`src/rtl/sram_rd_arbiter.sv`:
```
// sram_rd_arbiter
// ---------------
// Arbitrates three read requesters (0 = icache, 1 = dcache, 2 = lsu uncached)
// onto a single downstream read channel toward mem2axi. Only one downstream
// read is outstanding at a time. The winner is chosen round-robin, starting
// from the port after the previous winner.
//
// Ports
//   clk, rst_n             clock, asynchronous active-low reset
//   s_req[2:0]             per-port read request
//   s_addr[0:2]            per-port read address (ADDR_W)
//   s_type[0:2]            per-port access type (TYPE_W), passed through as-is
//   s_rdy[2:0]             per-port request-accepted pulse
//   s_data                 response data shared by all ports (DATA_W)
//   s_valid[2:0]           per-port response-valid pulse
//   m_req/m_addr/m_type    downstream read request
//   m_rdy                  downstream request accept
//   m_data/m_valid         downstream response
module sram_rd_arbiter #(
    parameter int ADDR_W = 32,
    parameter int TYPE_W = 6,
    parameter int DATA_W = 256
) (
    input  logic              clk,
    input  logic              rst_n,
    input  logic [2:0]        s_req,
    input  logic [ADDR_W-1:0] s_addr [0:2],
    input  logic [TYPE_W-1:0] s_type [0:2],
    output logic [2:0]        s_rdy,
    output logic [DATA_W-1:0] s_data,
    output logic [2:0]        s_valid,
    output logic              m_req,
    output logic [ADDR_W-1:0] m_addr,
    output logic [TYPE_W-1:0] m_type,
    input  logic              m_rdy,
    input  logic [DATA_W-1:0] m_data,
    input  logic              m_valid
);

    localparam logic [1:0] IDLE = 2'd0;
    localparam logic [1:0] REQ  = 2'd1;
    localparam logic [1:0] WAIT = 2'd2;

    logic [1:0]        state;
    logic [1:0]        grant;
    logic [1:0]        last_grant;
    logic [ADDR_W-1:0] addr_q;
    logic [TYPE_W-1:0] type_q;

    logic [1:0]        winner;
    logic [ADDR_W-1:0] sel_addr;
    logic [TYPE_W-1:0] sel_type;
    logic [2:0]        grant_mask;

    // Round-robin pick: search starts at the port after last_grant and
    // wraps modulo 3. The result only matters when some s_req is set.
    always_comb begin
        winner = 2'd0;
        case (last_grant)
            2'd0: begin
                if (s_req[1])      winner = 2'd1;
                else if (s_req[2]) winner = 2'd2;
                else               winner = 2'd0;
            end
            2'd1: begin
                if (s_req[2])      winner = 2'd2;
                else if (s_req[0]) winner = 2'd0;
                else               winner = 2'd1;
            end
            default: begin
                if (s_req[0])      winner = 2'd0;
                else if (s_req[1]) winner = 2'd1;
                else               winner = 2'd2;
            end
        endcase
    end

    always_comb begin
        sel_addr = s_addr[0];
        sel_type = s_type[0];
        case (winner)
            2'd1: begin
                sel_addr = s_addr[1];
                sel_type = s_type[1];
            end
            2'd2: begin
                sel_addr = s_addr[2];
                sel_type = s_type[2];
            end
            default: begin
                sel_addr = s_addr[0];
                sel_type = s_type[0];
            end
        endcase
    end

    // last_grant resets to 2 so that port 0 is first in line after reset.
    // Any unreachable state encoding falls back to IDLE.
    always_ff @(posedge clk or negedge rst_n) begin
        if (!rst_n) begin
            state      <= IDLE;
            grant      <= 2'd0;
            last_grant <= 2'd2;
            addr_q     <= '0;
            type_q     <= '0;
        end else begin
            case (state)
                IDLE: begin
                    if (|s_req) begin
                        grant      <= winner;
                        last_grant <= winner;
                        addr_q     <= sel_addr;
                        type_q     <= sel_type;
                        state      <= REQ;
                    end
                end
                REQ: begin
                    if (m_rdy) state <= WAIT;
                end
                WAIT: begin
                    if (m_valid) state <= IDLE;
                end
                default: state <= IDLE;
            endcase
        end
    end

    always_comb begin
        case (grant)
            2'd0:    grant_mask = 3'b001;
            2'd1:    grant_mask = 3'b010;
            2'd2:    grant_mask = 3'b100;
            default: grant_mask = 3'b000;
        endcase
    end

    // Handshake outputs are gated by state so that m_rdy outside REQ and
    // m_valid outside WAIT have no visible effect.
    assign m_req   = (state == REQ);
    assign m_addr  = addr_q;
    assign m_type  = type_q;
    assign s_rdy   = (state == REQ  && m_rdy)   ? grant_mask : 3'b000;
    assign s_valid = (state == WAIT && m_valid) ? grant_mask : 3'b000;
    assign s_data  = m_data;

endmodule

```
`config.mk`:
```
export PLATFORM = sky130hd
export DESIGN_NAME = sram_rd_arbiter
export DESIGN_NICKNAME = d
export VERILOG_FILES = /design/src/rtl/sram_rd_arbiter.sv
export SDC_FILE = /design/constraint.sdc
export NUM_CORES = 1
export LEC_CHECK = 0
export BUFFER_PORTS_ARGS = -buffer_cell sky130_fd_sc_hd__buf_2
export CAP_MARGIN = 20
export CELL_PAD_IN_SITES_DETAIL_PLACEMENT = 2
export CELL_PAD_IN_SITES_GLOBAL_PLACEMENT = 2
export CORE_AREA = 2 2 262 264
export DETAILED_ROUTE_END_ITERATION = 16
export DIE_AREA = 0 0 264 266
export PLACE_DENSITY = 0.49
export SYNTH_ARGS = -nofsm -noshare
export SYNTH_HDL_FRONTEND = slang
export SYNTH_SLANG_ARGS = --single-unit
```
`constraint.sdc`:
```
create_clock -name clk -period 2 [get_ports clk]
set_input_delay 0.3 -clock clk [delete_from_list [all_inputs] [get_ports clk]]
set_output_delay 0.3 -clock clk [all_outputs]
set_load 0.02 [all_outputs]
```
==> results of run 1 <==
through the flow:
stage          setup TNS [ns]  power [mW]
2_1_floorplan               0        4.90
3_3_place_gp           -0.169        6.12
3_5_place_dp           -0.181        6.25
4_1_cts              -0.00161        7.66
5_1_grt                 -2.33        10.1
6_report                    0        9.36
power breakdown:
group / internal, mW / total (mW) / switching [mW]
logic: 2.82 / 6.53 / 3.71
clock network: 0.721 / 1.25 / 0.528
registers: 1.32 / 1.59 / 0.263
layout make-up:
cell class	count	area (um^2)
antenna	2	5.00
clock buffer	5	125
clock inverter	3	67.6
fill	8034	62200
inverter	3	11.3
multi-input combinational	188	1800
sequential	43	1080
tap	882	1100
timing repair buffer	196	1320
per-layer routing:
metal,wire length (um),vias to the layer above,global-route usage
met5,26,-,0
met3,2570,126,0.0328
met4,1630,4,0.0484
met1,9160,1621,0.0598
met2,11100,324,0.0961
li1,-,1374,-
final timing paths:
path                              end  cells past startpoint
max reg2reg                 m_addr[5]                      7
min reg2reg                 m_type[5]                      2
max in group asynchronous  m_addr[25]                      3
max                         m_addr[5]                      7
min                          state[0]                      2
min in group asynchronous   m_type[1]                      2
logic make-up (layout without fill, tap and decap cells):
logic type / Yosys count / after routing / synth area share
other: 0 / 2 / 0
DFF: 43 / 43 / 0.243
AOI/OAI and AO/OA: 126 / 126 / 0.199
and+or+nand+nor: 60 / 60 / 0.0833
buffers and inverters: 287 / 207 / 0.469
adders and majority gates: 2 / 2 / 0.00565
flip-flops by register name (all words and copies together), names as in the netlist:
register / count
m_addr: 32
m_type: 6
last_grant: 1
grant: 2
state: 2
synth_stat cells:
master / number / share of area
dfstp_2: 1 / 0.0059
ha_1: 2 / 0.0056
buf_6: 2 / 0.0051
buf_4: 256 / 0.43
nor2_4: 1 / 0.0025
nand2_1: 3 / 0.0025
nor3b_1: 2 / 0.0034
nand2_2: 1 / 0.0014
a21oi_1: 3 / 0.0034
a31oi_1: 2 / 0.0028
clkbuf_1: 7 / 0.0059
o32a_1: 1 / 0.0023
a221oi_1: 38 / 0.075
nor2_1: 4 / 0.0034
a32o_1: 1 / 0.0023
or2_1: 1 / 0.0014
buf_2: 16 / 0.018
inv_1: 3 / 0.0025
nor2b_1: 39 / 0.055
o21ai_0: 35 / 0.040
o31ai_1: 38 / 0.064
nand3b_1: 2 / 0.0034
o21a_1: 1 / 0.0017
dfrtp_1: 42 / 0.24
o21ai_1: 7 / 0.0079
nor3_1: 3 / 0.0034
nand2b_1: 3 / 0.0042
or3_4: 1 / 0.0025
clkbuf_2: 3 / 0.0034
worst max-delay path: cells and delay by family (launching register included):
kind | cells | cell delay, ns
buf+inv | 2 | 0.37
flops | 1 | 0.59
simple gates | 1 | 0.09
fa+ha+maj | 1 | 0.22
compound gates | 3 | 0.60
repair_timing:
item	in CTS	in global routing
buffers inserted	0	5
gates cloned	0	9
pin swaps	0	31
endpoints found under the setup margin	2	39
hold buffers	1	0
endpoints found under the hold margin	14	0
gates resized for setup	3	91
==> metrics.txt, run 1 <==
outcome=completed; endpoints failing hold=0; starting density of the core=0.0654; Synth Instances=just over 500; final std cells w/o fill=around 1300; Clock transition at path regs=about 0.080 ns; Worst IR Drop VDD=491 uV; H-tree Lvls=2; Worst Setup Start Kind=flip-flop; Pleak=~2.1 nW; Setup Skew=0.0154 ns; PwrDens=1700 nW/um^2; Layout Utilization=0.0813; r2r startpoint=last_grant[1]; Slew Viols, Final=0; FMAX=around 500 MHz; Worst path max stage delay=between 0.5 and 0.6 ns; smallest hold slack=between 0.15 and 0.2 ns; Arr. time, crit path=between 2 and 2.5 ns; Setup CP Type=flip-flop to flip-flop; worst skew pair latency=~0.33 ns; vias in the first global route=3800; synthesized flop and latch total=43; Final GP Congestion=0.621; Routed WL per cell=18.5 um; IO Pins=678; Crit-path slowest cell=dfstp_2; DR vias=about 3400; number of library cell types mapped by synthesis=29; largest net degree at the start of global routing=40; sequential area share after synthesis=0.243; clk sink count=43; Die Span Y=about 270 um; crit path from=last_grant[1]; share of layout cells above drive strength 1=0.623; Synth Cell Area=4430 um^2; Rel. slew slack=0.628; Place WS=-0.181 ns; Max Cap Viol=0; final wirelength=roughly 24000 um; DP Area=4540 um^2; Worst Tran Pin Value=0.558 ns; Site Rows=96; initial antenna violation count=6; gr usage total=0.0609; Nets=816; crit end category=flip-flop; commonest non-fill, non-tap cells in the layout=buf_2, dfrtp_1, o21ai_0; CTS tree=built; global route overflow=0; crit path max fanout=6; Tcrit/Tclk final=0.995; PortBufs=roughly 170; syn_area_per_cell=8.56 um^2; post-DP HPWL=approximately 16000 um; Die ar.=~70000 um^2; cells along the critical path=nand2b_1, o32a_1, buf_4, ha_4, clkbuf_16, a221oi_1, o31ai_1; syn_nets=approximately 900; Hold WC Path Type=primary input to flip-flop; core area=67700 um^2; post-layout min period=1.99 ns; via-per-instance ratio=between 2 and 3; die width=264 um; first-pass GRT wire length=a little under 30000 um; CTS root buffer=clkbuf_16; DR iter-0 viols=around 140; Final Cell Area=about 5500 um^2; RSZ-0062 raised after global routing=yes; commonest non-fill, non-tap cell in the layout=buf_2; number of synthesis warnings=0; area grow syn2layout=24.3%; HP Start=m_rdy; total CTS buffers=5; # DRC=0; R2R setup slack=a little over 0.009 ns; CP required=approximately 2.2 ns; final setup fails=0; router iterations before antenna repair=4; Final ANT Viol Nets=0; Max clock buf depth=2; dpl cells=~1300; final worst slack=~0.0093 ns
No activity file was read; power rests on OpenSTA's default activity.
==> run 2, diff against run 1 <==
--- a/config.mk
+++ b/config.mk
@@ -9,10 +9,10 @@
 export CAP_MARGIN = 20
 export CELL_PAD_IN_SITES_DETAIL_PLACEMENT = 2
 export CELL_PAD_IN_SITES_GLOBAL_PLACEMENT = 2
-export CORE_AREA = 2 2 262 264
+export CORE_AREA = 2 2 265 267
 export DETAILED_ROUTE_END_ITERATION = 16
-export DIE_AREA = 0 0 264 266
-export PLACE_DENSITY = 0.49
+export DIE_AREA = 0 0 267 269
+export PLACE_DENSITY = 0.5
 export SYNTH_ARGS = -nofsm -noshare
 export SYNTH_HDL_FRONTEND = slang
 export SYNTH_SLANG_ARGS = --single-unit
==> constraint.sdc (replaced) <==
create_clock -name clk -period 1.65 [get_ports clk]
set_input_delay 0.2475 -clock clk [delete_from_list [all_inputs] [get_ports clk]]
set_output_delay 0.2475 -clock clk [all_outputs]
set_load 0.02 [all_outputs]
==> metrics.txt, run 2 (synthesis results as in run 1) <==
Worst Setup Start Kind=flip-flop; CTS root buffer=clkbuf_16; RSZ-0062 raised after global routing=yes; IO Pins=about 680; PortBufs=roughly 170; via-per-instance ratio=approximately 2.5; Seq pwr share=0.187; Largest register FFs=32; Slew Viols, Final=0; multi-input logic area=1770 um^2; router iterations before antenna repair=4; Max clock buf depth=2; Setup CP Type=flip-flop to flip-flop; Register Area=approximately 1100 um^2; final wirelength=roughly 22000 um; total CTS buffers=5; post-DP HPWL=about 17000 um; DR vias=~3500; H-tree Lvls=2; commonest non-fill, non-tap cells in the layout=buf_2, dfrtp_1, nor2b_1; final worst slack=-0.306 ns; largest net degree at the start of global routing=44; n_diodes=0; Psw=around 4.9 mW; Pleak=~2.1 nW; outcome=finished with violations; fillers=8181; Tcrit/Tclk final=1.19; final std cells w/o fill=roughly 1400; core area=69300 um^2; smallest hold slack=~0.19 ns; Setup Skew=between 0.003 and 0.004 ns; Routed WL per cell=16.0 um; Power Internal=about 5.5 mW; crit end category=flip-flop; starting density of the core=0.0640; # DRC=0; PwrDens=between 1500 and 2000 nW/um^2; DP Area=roughly 5000 um^2; Worst IR Drop VDD=622 uV; failing checks=setup timing; crit path max fanout=17; Sw Share=0.471; Worst Tran Pin Value=0.355 ns; Die ar.=approximately 72000 um^2; total power=between 10 and 15 mW; CP required=between 1.5 and 2 ns; clock share of power=0.131; area grow syn2layout=26.3%; FMAX=about 510 MHz; Max Cap Viol=0; vias in the first global route=3943; post-layout min period=1.96 ns; Rel. slew slack=0.764; final setup fails=39; worst skew pair latency=between 0.3 and 0.4 ns; CTS tree=built; endpoints failing hold=0; Site Rows=97; Arr. time, crit path=between 2 and 2.5 ns; Nets=830; clk sink count=43; Final ANT Viol Nets=0; gr usage total=0.0601; setup TNS=-10.09 ns; commonest non-fill, non-tap cell in the layout=buf_2; first-pass GRT wire length=between 20000 and 30000 um; initial antenna violation count=2; Layout Utilization=0.0808; Clock transition at path regs=0.08 ns; Die Span Y=269 um; share of layout cells above drive strength 1=0.624; global route overflow=0; Place WS=-0.404 ns; combinational share of power=0.682; Hold WC Path Type=primary input to flip-flop; dpl cells=1371; die width=~270 um; Final GP Congestion=about 0.63; Final Cell Area=5600 um^2; DR iter-0 viols=between 100 and 150
==> run 2: cell types whose count changed in the layout (fill, tap and decap cells not counted), moves of 4 or more <==
cell / before / now
nor2b_4: 13 / 1
buf_6: 3 / 8
clkbuf_16: 11 / 6
o31ai_1: 26 / 33
buf_2: 165 / 159
nor2b_1: 26 / 37
o31ai_2: 12 / 5
buf_4: 9 / 29
a221oi_1: 4 / 0
==> run 2: final cells by class <==
cell class	instances	share of cell area
timing repair buffer	210	0.247
inverter	3	0.00246
clock buffer	6	0.0248
sequential	43	0.193
clock inverter	2	0.00626
tap	940	0.210
multi-input combinational	188	0.317
==> run 2: timing repair <==
item	in CTS	in global routing
hold buffers	1	0
cloned	1	1
hold endpoints to repair	42	0
buffers inserted	6	5
pin swaps	23	13
endpoints found under the setup margin	43	44
gates resized for setup	29	23
==> run 2: worst paths after layout <==
path                                     from    endpoint  slack, ns  depth (start not counted)
worst max-delay path            last_grant[1]  m_addr[18]      -0.31                          7
worst min-delay path                  m_valid    state[1]       0.19                          4
worst max register to register  last_grant[1]  m_addr[18]      -0.31                          7
worst min register to register     m_addr[26]  m_addr[26]       0.50                          2
max in group asynchronous               rst_n  m_addr[20]       0.90                          3
min in group asynchronous               rst_n   m_addr[8]       0.45                          3
==> run 2: power groups by stage <==
stage	Clock (mW)	Sequential (mW)	Combinational, mW
floorplan	0	2.45	4.22
global placement	0	1.99	6.16
detailed placement	0	2.00	6.26
CTS	1.52	1.97	6.78
global route	1.52	2.05	7.84
finish	1.37	1.96	7.14
==> run 2: layer usage <==
layer	vias up	share of wire	GRT usage
li1	1402	-	-
met1	1560	0.31	0.0521
met2	344	0.46	0.0949
met3	140	0.14	0.0401
met4	8	0.078	0.0510
met5	-	0.0059	0.0115
==> run 2: critical path: stages, from the launching register on <==
cell      delay, ns
dfstp_2        0.57
nand2b_1       0.08
o32a_1         0.21
buf_6          0.14
ha_4           0.21
buf_12         0.18
a221oi_4       0.30
o31ai_2        0.09
==> run 3, diff against run 2 <==
--- a/config.mk
+++ b/config.mk
@@ -13,6 +13,7 @@
 export DETAILED_ROUTE_END_ITERATION = 16
 export DIE_AREA = 0 0 267 269
 export PLACE_DENSITY = 0.5
+export SETUP_SLACK_MARGIN = 0.05
 export SYNTH_ARGS = -nofsm -noshare
 export SYNTH_HDL_FRONTEND = slang
 export SYNTH_SLANG_ARGS = --single-unit
==> metrics.txt, run 3 (synthesis results as in run 1) <==
crit path max fanout=14; RSZ-0062 raised after global routing=yes; commonest non-fill, non-tap cells in the layout=buf_2, dfrtp_1, nor2b_1; core area=about 69000 um^2; gr usage total=0.0603; final worst slack=-0.333 ns; Slew Viols, Final=0; worst skew pair latency=approximately 0.32 ns; crit end category=flip-flop; CP required=roughly 1.9 ns; post-layout min period=just under 2 ns; DP Area=between 4000 and 5000 um^2; first-pass GRT wire length=approximately 30000 um; dpl cells=between 1000 and 1500; H-tree Lvls=2; Largest register FFs=32; Rel. slew slack=0.702; # DRC=0; largest net degree at the start of global routing=44; PwrDens=between 1500 and 2000 nW/um^2; Worst path max stage delay=between 0.5 and 0.6 ns; Arr. time, crit path=between 2 and 2.5 ns; initial antenna violation count=2; Worst Tran Pin Value=~0.45 ns; failing checks=setup timing; router iterations before antenna repair=4; Pleak=roughly 2.1 nW; PortBufs=about 170; Tcrit/Tclk final=1.20; Final ANT Viol Nets=0; Worst Setup Start Kind=flip-flop; CTS tree=built; Max Cap Viol=0; Die ar.=71800 um^2; final setup fails=40; final wirelength=about 22000 um; DR vias=~3500; global route overflow=0; Die Span Y=about 270 um; cells along the critical path=nand2b_1, o32a_1, inv_2, ha_4, buf_12, buf_4, nor2b_1, o31ai_1; via-per-instance ratio=approximately 2.5; Setup CP Type=flip-flop to flip-flop; Nets=roughly 830; starting density of the core=0.0640; post-DP HPWL=17200 um; total CTS buffers=5; die width=roughly 270 um; DR iter-0 viols=just under 90; Crit-path slowest cell=dfstp_2; Max clock buf depth=2; Hold WC Path Type=primary input to flip-flop; Site Rows=a little under 100; vias in the first global route=3951; FMAX=between 500 and 600 MHz; share of layout cells above drive strength 1=0.623; area grow syn2layout=25.9%; clk sink count=43; endpoints failing hold=0; outcome=finished with violations; IO Pins=678; commonest non-fill, non-tap cell in the layout=buf_2; WP buf/inv=3; CTS root buffer=clkbuf_16; Routed WL per cell=approximately 16 um; final std cells w/o fill=~1400; Setup Skew=around 0.0048 ns; Clock transition at path regs=0.08 ns; Top delay family on crit path=flip-flops; Final Cell Area=approximately 5600 um^2; Final GP Congestion=0.634; Worst IR Drop VDD=633 uV
-- run 3: cell count changes in the layout (fill, tap and decap cells not counted), moves of 2 or more --
cell	change
o31ai_2	-2
a221oi_4	-7
o31ai_1	+2
a221oi_2	+7
-- run 3: what timing repair did --
| item | CTS | global route |
|---|---|---|
| hold buffers | 1 | 0 |
| pin swaps | 23 | 8 |
| setup endpoints to repair | 44 | 44 |
| endpoints found under the hold margin | 42 | 0 |
| gates resized for setup | 40 | 11 |
| gates cloned | 1 | 2 |
| setup buffers | 6 | 6 |
-- run 3: final timing paths --
path                            cells past startpoint         end  slack, ns           from
worst min-delay path                                4    state[1]       0.19        m_valid
min in group asynchronous                           3   m_addr[8]       0.45          rst_n
worst max-delay path                                8   m_addr[0]      -0.33  last_grant[1]
worst max register to register                      8   m_addr[0]      -0.33  last_grant[1]
max in group asynchronous                           3  m_addr[20]       0.91          rst_n
worst min register to register                      2  m_addr[25]       0.50     m_addr[25]
-- run 3: per-stage QoR --
step	power (mW)	worst slack, ns	hold WS, ns	setup TNS [ns]	util
after detailed placement	8.26	-0.404	0.274	-10.91	0.0721
after CTS	10.3	-0.319	0.155	-10.26	0.0783
final	10.4	-0.333	0.188	-10.89	0.0805
after global placement	8.14	-0.377	0.275	-8.96	0.0721
after global routing	11.4	-0.439	0.204	-14.72	0.0805
after floorplan	6.67	-0.0988	-0.0481	-3.42	-
-- run 3: worst reg2reg max path, delay by kind of cell, from the launching register on --
family	cells	cell delay (ns)
AO/OA/AOI/OAI	2	0.45
AND/OR/NAND/NOR	2	0.21
adder cells (fa/ha/maj)	1	0.21
flip-flops	1	0.57
buffers and inverters	3	0.43
-- run 3: metal layers --
metal	vias up	part of all wire	global-route usage	wire length [um]
met1	1584	0.31	0.0524	6950
met3	142	0.15	0.0400	3260
met5	-	0.0058	0.0115	130
li1	1411	-	-	-
met4	8	0.077	0.0510	1720
met2	338	0.46	0.0954	10300
-- run 3: report_power, final --
group | internal (mW) | total [mW] | leakage, nW | switching (mW)
sequential | 1.61 | 1.96 | 0.527 | 0.355
combinational | 3.18 | 7.11 | 1.50 | 3.93
clock | 0.760 | 1.36 | 0.0869 | 0.605
total | 5.55 | 10.4 | 2.11 | 4.89
-- run 3: final cells by class --
| type | count | area [um^2] |
|---|---|---|
| well taps | 940 | 1180 |
| inverters | 3 | 13.8 |
| flip-flops and latches | 43 | 1080 |
| repair buffers | 212 | 1430 |
| fillers | 8188 | 63700 |
| clock inverters | 2 | 35.0 |
| multi-input cells | 188 | 1710 |
| clock buffers | 6 | 139 |
| diodes | 1 | 2.50 |
